--- src/rtl/writeback_regfile_if.sv ---
// Write-back register file bus.
// Groups the write-back request, load-data strobe, read ports and status
// pulses of writeback_regfile.
//   master : driver side (sequencer / bench) - drives requests and read addresses
//   slave  : register file side - returns read data and status
// Handshake: a request is a single-cycle wr_req sampled only while the
// register file is idle. A c_sel=1 load then waits for Datain_valid.
// Completion is signalled by a one-cycle wb_done or wb_err pulse.
interface writeback_regfile_if #(
  parameter int DATA_W = 8
);
  logic [DATA_W-1:0] wb_data;
  logic [2:0]        c_sel;
  logic              wr_req;
  logic [2:0]        wr_addr;
  logic              Datain_valid;
  logic [2:0]        rx_addr;
  logic [2:0]        ry_addr;
  logic [DATA_W-1:0] Rx;
  logic [DATA_W-1:0] Ry;
  logic              wb_busy;
  logic              wb_done;
  logic              wb_err;

  modport master (
    output wb_data, c_sel, wr_req, wr_addr, Datain_valid, rx_addr, ry_addr,
    input  Rx, Ry, wb_busy, wb_done, wb_err
  );

  modport slave (
    input  wb_data, c_sel, wr_req, wr_addr, Datain_valid, rx_addr, ry_addr,
    output Rx, Ry, wb_busy, wb_done, wb_err
  );
endinterface

--- src/rtl/writeback_regfile.sv ---
// 8 x DATA_W register file with a write-back controller.
// Non-load sources are written immediately. A bus load (c_sel=1) waits for
// Datain_valid for up to TIMEOUT cycles. If no data arrives, the load is
// aborted and wb_err is pulsed.
// Ports:
//   clk         : clock, rising edge
//   rst_n       : asynchronous active-low reset
//   bus         : writeback_regfile_if.slave (requests, read ports, status)
//   o_dbg_state : current FSM state (0 IDLE, 1 WAIT_DATA)
module writeback_regfile #(
  parameter int DATA_W  = 8,
  parameter int TIMEOUT = 15
) (
  input  logic                  clk,
  input  logic                  rst_n,
  writeback_regfile_if.slave    bus,
  output logic                  o_dbg_state
);
  localparam int CNT_W = (TIMEOUT > 1) ? $clog2(TIMEOUT) : 1;
  localparam logic [CNT_W-1:0] CNT_LAST = CNT_W'(TIMEOUT - 1);

  typedef enum logic {
    IDLE      = 1'b0,
    WAIT_DATA = 1'b1
  } state_t;

  state_t            r_state;
  state_t            w_state_next;
  logic [CNT_W-1:0]  r_cnt;
  logic [CNT_W-1:0]  w_cnt_next;
  logic [2:0]        r_addr;
  logic [2:0]        w_addr_next;
  logic              r_busy;
  logic              r_done;
  logic              r_err;
  logic              w_we;
  logic [2:0]        w_waddr;
  logic              w_done_set;
  logic              w_err_set;
  logic [DATA_W-1:0] r_regs [8];

  // Next-state, write strobe and status decode
  always_comb begin
    w_state_next = r_state;
    w_cnt_next   = r_cnt;
    w_addr_next  = r_addr;
    w_we         = 1'b0;
    w_waddr      = bus.wr_addr;
    w_done_set   = 1'b0;
    w_err_set    = 1'b0;
    case (r_state)
      IDLE: begin
        if (bus.wr_req) begin
          case (bus.c_sel)
            3'd0, 3'd2, 3'd3, 3'd4: begin
              w_we       = 1'b1;
              w_done_set = 1'b1;
            end
            3'd1: begin
              w_addr_next  = bus.wr_addr;
              w_cnt_next   = '0;
              w_state_next = WAIT_DATA;
            end
            default: w_err_set = 1'b1;
          endcase
        end
      end
      WAIT_DATA: begin
        // Data arriving on the last counted cycle still wins over the timeout
        if (bus.Datain_valid) begin
          w_we         = 1'b1;
          w_waddr      = r_addr;
          w_done_set   = 1'b1;
          w_state_next = IDLE;
        end else if (r_cnt == CNT_LAST) begin
          w_err_set    = 1'b1;
          w_state_next = IDLE;
        end else begin
          w_cnt_next = r_cnt + 1'b1;
        end
      end
      default: w_state_next = IDLE;
    endcase
  end

  always_ff @(posedge clk or negedge rst_n) begin
    if (!rst_n) begin
      r_state <= IDLE;
      r_cnt   <= '0;
      r_addr  <= '0;
      r_busy  <= 1'b0;
      r_done  <= 1'b0;
      r_err   <= 1'b0;
    end else begin
      r_state <= w_state_next;
      r_cnt   <= w_cnt_next;
      r_addr  <= w_addr_next;
      r_busy  <= (w_state_next == WAIT_DATA);
      r_done  <= w_done_set;
      r_err   <= w_err_set;
    end
  end

  // R0 is never written, so it reads back as zero
  always_ff @(posedge clk or negedge rst_n) begin
    if (!rst_n) begin
      for (int i = 0; i < 8; i++) r_regs[i] <= '0;
    end else if (w_we && (w_waddr != 3'd0)) begin
      r_regs[w_waddr] <= bus.wb_data;
    end
  end

  assign bus.Rx      = r_regs[bus.rx_addr];
  assign bus.Ry      = r_regs[bus.ry_addr];
  assign bus.wb_busy = r_busy;
  assign bus.wb_done = r_done;
  assign bus.wb_err  = r_err;
  assign o_dbg_state = r_state;
endmodule

--- src/flat_wrapper.sv ---
// flat-port wrapper written by rule: the top's interface ports become plain ports
module writeback_regfile_flat 
#(
  parameter int DATA_W  = 8,
  parameter int TIMEOUT = 15
)
  (clk, rst_n, o_dbg_state, bus_wb_data, bus_c_sel, bus_wr_req, bus_wr_addr, bus_Datain_valid, bus_rx_addr, bus_ry_addr, bus_Rx, bus_Ry, bus_wb_busy, bus_wb_done, bus_wb_err);
  writeback_regfile_if #(.DATA_W(DATA_W)) bus_i ();
  input  logic clk;
  input  logic rst_n;
  output logic o_dbg_state;
  input wire logic [$bits(bus_i.wb_data)-1:0] bus_wb_data;
  input wire logic [$bits(bus_i.c_sel)-1:0] bus_c_sel;
  input wire logic [$bits(bus_i.wr_req)-1:0] bus_wr_req;
  input wire logic [$bits(bus_i.wr_addr)-1:0] bus_wr_addr;
  input wire logic [$bits(bus_i.Datain_valid)-1:0] bus_Datain_valid;
  input wire logic [$bits(bus_i.rx_addr)-1:0] bus_rx_addr;
  input wire logic [$bits(bus_i.ry_addr)-1:0] bus_ry_addr;
  output wire logic [$bits(bus_i.Rx)-1:0] bus_Rx;
  output wire logic [$bits(bus_i.Ry)-1:0] bus_Ry;
  output wire logic [$bits(bus_i.wb_busy)-1:0] bus_wb_busy;
  output wire logic [$bits(bus_i.wb_done)-1:0] bus_wb_done;
  output wire logic [$bits(bus_i.wb_err)-1:0] bus_wb_err;
  assign bus_i.wb_data = bus_wb_data;
  assign bus_i.c_sel = bus_c_sel;
  assign bus_i.wr_req = bus_wr_req;
  assign bus_i.wr_addr = bus_wr_addr;
  assign bus_i.Datain_valid = bus_Datain_valid;
  assign bus_i.rx_addr = bus_rx_addr;
  assign bus_i.ry_addr = bus_ry_addr;
  assign bus_Rx = bus_i.Rx;
  assign bus_Ry = bus_i.Ry;
  assign bus_wb_busy = bus_i.wb_busy;
  assign bus_wb_done = bus_i.wb_done;
  assign bus_wb_err = bus_i.wb_err;
  writeback_regfile #(.DATA_W(DATA_W), .TIMEOUT(TIMEOUT)) u_core (.clk(clk), .rst_n(rst_n), .bus(bus_i), .o_dbg_state(o_dbg_state));
endmodule
--- config.mk ---
export PLATFORM = sky130hd
export DESIGN_NAME = writeback_regfile_flat
export DESIGN_NICKNAME = d
export VERILOG_FILES = /design/src/rtl/writeback_regfile_if.sv /design/src/rtl/writeback_regfile.sv /design/src/flat_wrapper.sv
export SDC_FILE = /design/constraint.sdc
export NUM_CORES = 1
export LEC_CHECK = 0
export BUFFER_PORTS_ARGS = -buffer_cell sky130_fd_sc_hd__buf_4
export CAP_MARGIN = 20
export CORE_MARGIN = 5
export CORE_UTILIZATION = 50
export DETAILED_ROUTE_END_ITERATION = 10
export GPL_ROUTABILITY_DRIVEN = 0
export GPL_TIMING_DRIVEN = 0
export PLACE_DENSITY = 0.85
export SLEW_MARGIN = 20
export SYNTH_ARGS = -nofsm -noshare
export SYNTH_HDL_FRONTEND = slang
export SYNTH_SLANG_ARGS = --single-unit
--- constraint.sdc ---
create_clock -name clk -period 1.8 [get_ports clk]
set_clock_uncertainty 0.2 [all_clocks]
set_input_delay 0.09 -clock clk [delete_from_list [all_inputs] [get_ports clk]]
set_output_delay 0.09 -clock clk [all_outputs]
set_load 0.1 [all_outputs]
-- Yosys cells after proc, flatten, opt, wreduce, memory -nomap -nowiden
Index checks and enable logic that the tools add are counted.
- $add $sub $neg: 1
- $lt $le $gt $ge: 4
- equality and inequality tests: 9
- multiplexer cells: 30
- bitwise gates (word level): 4
- reductions and logical operators: 8
- operators with widths (operator ; number):
    bitwise mux 64 bit ; 1
    binary-select mux 8 bit (select 3 bit) ; 2
    2-to-1 mux 8 bit ; 5
    demux 8 bit (select 3 bit) ; 1
    2-to-1 mux 4 bit ; 4
    greater-or-equal comparator 4 bit, second input constant ; 3
    inverter 3 -> 4 bit ; 3
    2-to-1 mux 1 bit ; 11
    inequality test 2 bit, second input constant ; 4
    one-hot mux 4 bit (2 select lines) ; 1
    == test 3 x 2 -> 1 bit, second input constant ; 2
    2-to-1 mux 3 bit ; 2
    one-hot mux 1 bit (2 select lines) ; 3
    OR reduction 5 bit ; 1
    adder 4 x 1 -> 4 bit, second input constant ; 1
    == test 4 bit, second input constant ; 1
    less-than comparator 4 x 1 -> 1 bit, second input constant ; 1
    AND reduction 4 bit ; 1
    OR reduction 4 bit ; 1
    == test 3 x 1 -> 1 bit, second input constant ; 1
    == test 3 bit, second input constant ; 1
    zero test 3 bit ; 1
    AND reduction 3 bit ; 1
    nonzero test 3 bit ; 1
    2 further kinds ; 3
- register bits: 74
- input port bits: 24

-- Depth between registers and ports, before layout
- depth after elaboration: 8
- gate-level depth with buffers: 6
- mapped depth without buffers: 6

-- Worst setup path after synthesis
No wires, ideal clock.
- path type: reg2reg
- start: register u_core.r_state, in the netlist u_core.o_dbg_state
- end: register u_core.r_regs[11] in the netlist's numbering
- library setup time: 0.125 ns
- data arrival time: 2.115 ns
- required time: 1.475 ns
- path slack: -0.639 ns
- stages on the path, launching flop included: 6
- cells stage by stage: dfrtp_1 -> nor2b_2 -> a32oi_1 -> nand2b_1 -> buf_6 -> mux2_2
- word-level cells in the longest chain between the ends: 7
- elaborated cells between the ends (all ways): 12
- RTL lines (item ; line ; source):
    start, declared ; writeback_regfile.sv:27 ; state_t r_state;
    start signal, assigned ; writeback_regfile.sv:95 ; r_state <= w_state_next;
    2-to-1 mux 3 bit ; writeback_regfile.sv:51 ; case (r_state)
    inverter 3 -> 4 bit (implied by the code) ; writeback_regfile.sv:109 ; r_regs[w_waddr] <= bus.wb_data;
    greater-or-equal comparator 4 bit (implied by the code) / less-than comparator 4 x 1 -> 1 bit (equally long branches) ; writeback_regfile.sv:109 ;
    logical AND 1 bit (implied by the code) ; writeback_regfile.sv:109 ;
    2-to-1 mux 8 bit (implied by the code) ; writeback_regfile.sv:109 ;
    demux 8 bit (select 3 bit) ; writeback_regfile.sv:109 ;
    bitwise mux 64 bit ; writeback_regfile.sv:109 ;
    end signal, assigned by index ; writeback_regfile.sv:109 ;
    end, declared ; writeback_regfile.sv:40 ; logic [DATA_W-1:0] r_regs [8];
Several ways; a longest one is shown, not always the timed one.
A chain may end at the register's enable or synchronous reset.

-- Final worst setup path
- start: register u_core.r_regs[4] in the netlist's numbering
- end: output bus_Ry[4]
- word-level cells in the longest chain between the ends: 3
- RTL lines (item ; line ; source):
    binary-select mux 8 bit (select 3 bit) ; writeback_regfile.sv:114 ; assign bus.Ry = r_regs[bus.ry_addr];
    2-to-1 mux 8 bit (implied by the code) (2 in a row) ; writeback_regfile.sv:114 ;
    end, declared ; flat_wrapper.sv:20 ; output wire logic [$bits(bus_i.Ry)-1:0] bus_Ry;
No other way between the ends. The select of a mux whose other input is x is not followed.

==> flow_summary.yaml <==
cells_and_area:
  n_fill_cell: 490
  area_growth_pct: 38.53
  diodes: 0
  final_nets: 362
  drive_above_1_share_pct: 60.41
  design_area_um2: 5434
drt:
  drtIter0Drc: 161
  vias: 2580
  via_per_inst: 5.824
  antenna_left: 0
  drt_pre_antenna_iters: 4
  drc_errors: 0
  wl_um: 9725
  wl_per_cell_um: 21.95
timing:
  grt_setup_unrepaired: "true"
  fin_crit_ns: 2.031
  fin_ws_ns: -0.2312
  max-slew-margin-rel_pct: 37.91
  setup_viol: 72
  max_clock_freq_ghz: 0.4923
  finalMaxSlewViolations: 0
  finalHoldViolCount: 0
  tightest_slew_ns: 0.9314
  period_share_pct: 112.8
  holdWs_ns: 0.03377
grt:
  grt_start_max_net_pins: 75
  antenna_found_initial: 0
  grt_pass1_vias: 2866
  grt_pass1_wl_um: 15320
  grt_usage_pct: 20.56
  overflow: 0
yosys:
  synth_cell_types: 36
  netlist_area_um2: 3923
  synth.net_count: 282
  synth.avg_cell_area_um2: 15.32
  synth_top_area_share_pct: 47.21
  synthTopCellsByArea: "dfrtp_1 47%, mux2_2 18%, mux4_2 18%, mux2_4 3.8%, buf_6 1.1%"
  ys.warnings.count: 0
  ys_ff_latch: 74
  yosysTopAreaCell: "dfrtp_1"
  netlist_instances: 256
  ys_seq_area_share_pct: 47.21
cts:
  h-tree-depth: 3
  root_buffer: "clkbuf_8"
  clockBufferDepth: 2
  clock-sinks: 74
  clk_pin_slew_ns: 0.08
  clk_latency_ns: 0.35
  cts_buffers: 9
  cts_tree: "built"
power_and_ir_drop:
  p_leak_nw: 2.519
  ir_drop_mv: 0.5964
  power_density_nw_per_um2: 1363
  totalPowerFinal_mw: 7.407
worst_setup_path:
  r2r_setup_slack_ns: -0.16
  required_ns: 1.51
  r2r_cells: 4
  r2r-start: "u_core.o_dbg_state"
  cp-end-kind: "primary output"
  worstPathMaxFanout: 3
  critPathLaunchType: "flip-flop"
  crit_type: "reg2out"
  timing.rr.end: "u_core.r_regs[51]"
  arrival_ns: 1.74
hold_path:
  worstHoldEndpoint: "u_core.bus.wb_err"
  hp-start: "bus_c_sel[2]"
  whs_path_depth: 4
  worstHoldPathType: "in2reg"
die:
  design.die.area_um2: 9716
  coreArea_um2: 7687
  dieWidth_um: 98.57
  pin_count: 44
  rows: 32
  die_y_um: 98.57
  initial_core_util_pct: 51.03
placement:
  place.detailed.hpwl_um: 5672
  postPlaceCellArea_um2: 4403
  port_buffers: 37
status:
  violations: "negative setup slack"
  outcome: "finished, violations left"
job:
  max_cap_viol_count: 0
-- cells by family (layout without fill, tap and decap cells) --
group | after synthesis | after routing | share of synthesized area (%)
simple gates | 29 | 29 | 4.370
mux | 107 | 107 | 40.83
compound gates | 12 | 12 | 2.584
buf+inv | 31 | 116 | 4.147
xor+xnor | 1 | 1 | 0.2233
flops | 74 | 74 | 47.21
fa+ha+maj | 2 | 2 | 0.6379
-- per-stage QoR --
stage                     setup TNS, ns  utilization (%)  instances  setup slack (ns)
after floorplan                  -9.262                -        256           -0.1905
after global routing             -11.42            70.69        443           -0.2729
after CTS                        -6.778            67.99        434           -0.2303
after detailed placement         -13.76            57.28        395           -0.3966
after global placement           -11.99            57.28        395           -0.3405
final                            -8.485            70.69        443           -0.2312
-- synth_stat cells, drive strengths merged --
master,number
nand3,3
nor2b,2
inv,7
a211oi,1
o211ai,1
a32oi,1
ha,2
mux2,74
o21ai,2
nand4,3
nand2,7
buf,13
nand2b,4
and4b,2
and2,2
o31ai,2
nor3,1
mux2i,1
xor2,1
mux4,32
o22ai,1
a31oi,2
nor2,4
a32o,1
dfrtp,74
and3,1
clkbuf,11
a211o,1
-- area by class of cell --
type | instances | area [µm²] | share of cell area [%]
Tap cell | 102 | 127.6 | 2.349
Timing Repair Buffer | 74 | 844.6 | 15.54
Sequential cell | 74 | 1856 | 34.15
Buffer | 19 | 96.34 | 1.773
Clock inverter | 7 | 93.84 | 1.727
Inverter | 7 | 26.28 | 0.4835
Multi-Input combinational cell | 151 | 2266 | 41.70
Clock buffer | 9 | 123.9 | 2.280
-- layer usage --
metal	part of all wire, %	vias to the layer above	GRT usage, %
met4	1.6	0	6.197
met3	4.3	14	4.600
met2	54	67	35.36
met5	0	-	0
met1	40	1374	26.13
li1	-	1125	-
-- worst max-delay path by stage --
stage	to	from
final	bus_Ry[4]	u_core.r_regs[4]
after global routing	bus_Ry[0]	u_core.r_regs[32]
after CTS	bus_Rx[1]	u_core.r_regs[1]
after detailed placement	u_core.r_regs[40]	u_core.o_dbg_state
after global placement	u_core.r_regs[43]	u_core.o_dbg_state
after floorplan	u_core.r_regs[24]	u_core.o_dbg_state
-- sequential cells by signal, summed over array words and instances, names as in the netlist --
signal	flops
u_core.bus.wb_done	1
u_core.bus.wb_err	1
u_core.o_dbg_state	1
u_core.r_addr	3
u_core.r_cnt	4
u_core.r_regs	64
-- repair_timing --
action	4_1_cts	5_1_grt
pin swaps	4	5
setup buffers	11	9
resized for setup	89	35
hold buffers	16	1
hold endpoints to repair	139	2
gates cloned	0	0
endpoints found under the setup margin	76	73
-- power breakdown --
group / total, mW / internal (mW) / switching (mW) / leakage, nW
combinational: 3.45 / 1.79 / 1.66 / 1.49
sequential: 2.53 / 2.13 / 0.402 / 0.923
clock: 1.42 / 0.777 / 0.644 / 0.105
total: 7.41 / 4.70 / 2.70 / 2.52
-- cell usage in the layout, fill, tap and decap left out, types with 2 or more instances in the layout --
cell / count
dfrtp_1: 73
mux2_4: 72
buf_4: 35
mux4_2: 32
buf_12: 18
dlygate4sd3_1: 16
clkbuf_1: 9
clkbuf_8: 9
buf_6: 7
inv_1: 7
nand2_1: 5
buf_2: 4
nand4_1: 3
nand3_1: 3
nand2b_4: 3
buf_1: 2
nand2_8: 2
nor2_1: 2
and2_4: 2
and4b_1: 2
a31oi_4: 2
nor2_4: 2
mux2_2: 2
o21ai_0: 2
ha_1: 2
clkinvlp_4: 2
clkinv_2: 2
bufinv_16: 2
-- critical path, stage by stage (launching register included) --
cell and delay, ns:
dfrtp_1 0.42, mux4_2 0.50, mux2_4 0.30, buf_12 0.17
Note: power is estimated with default switching activity, not from simulation.
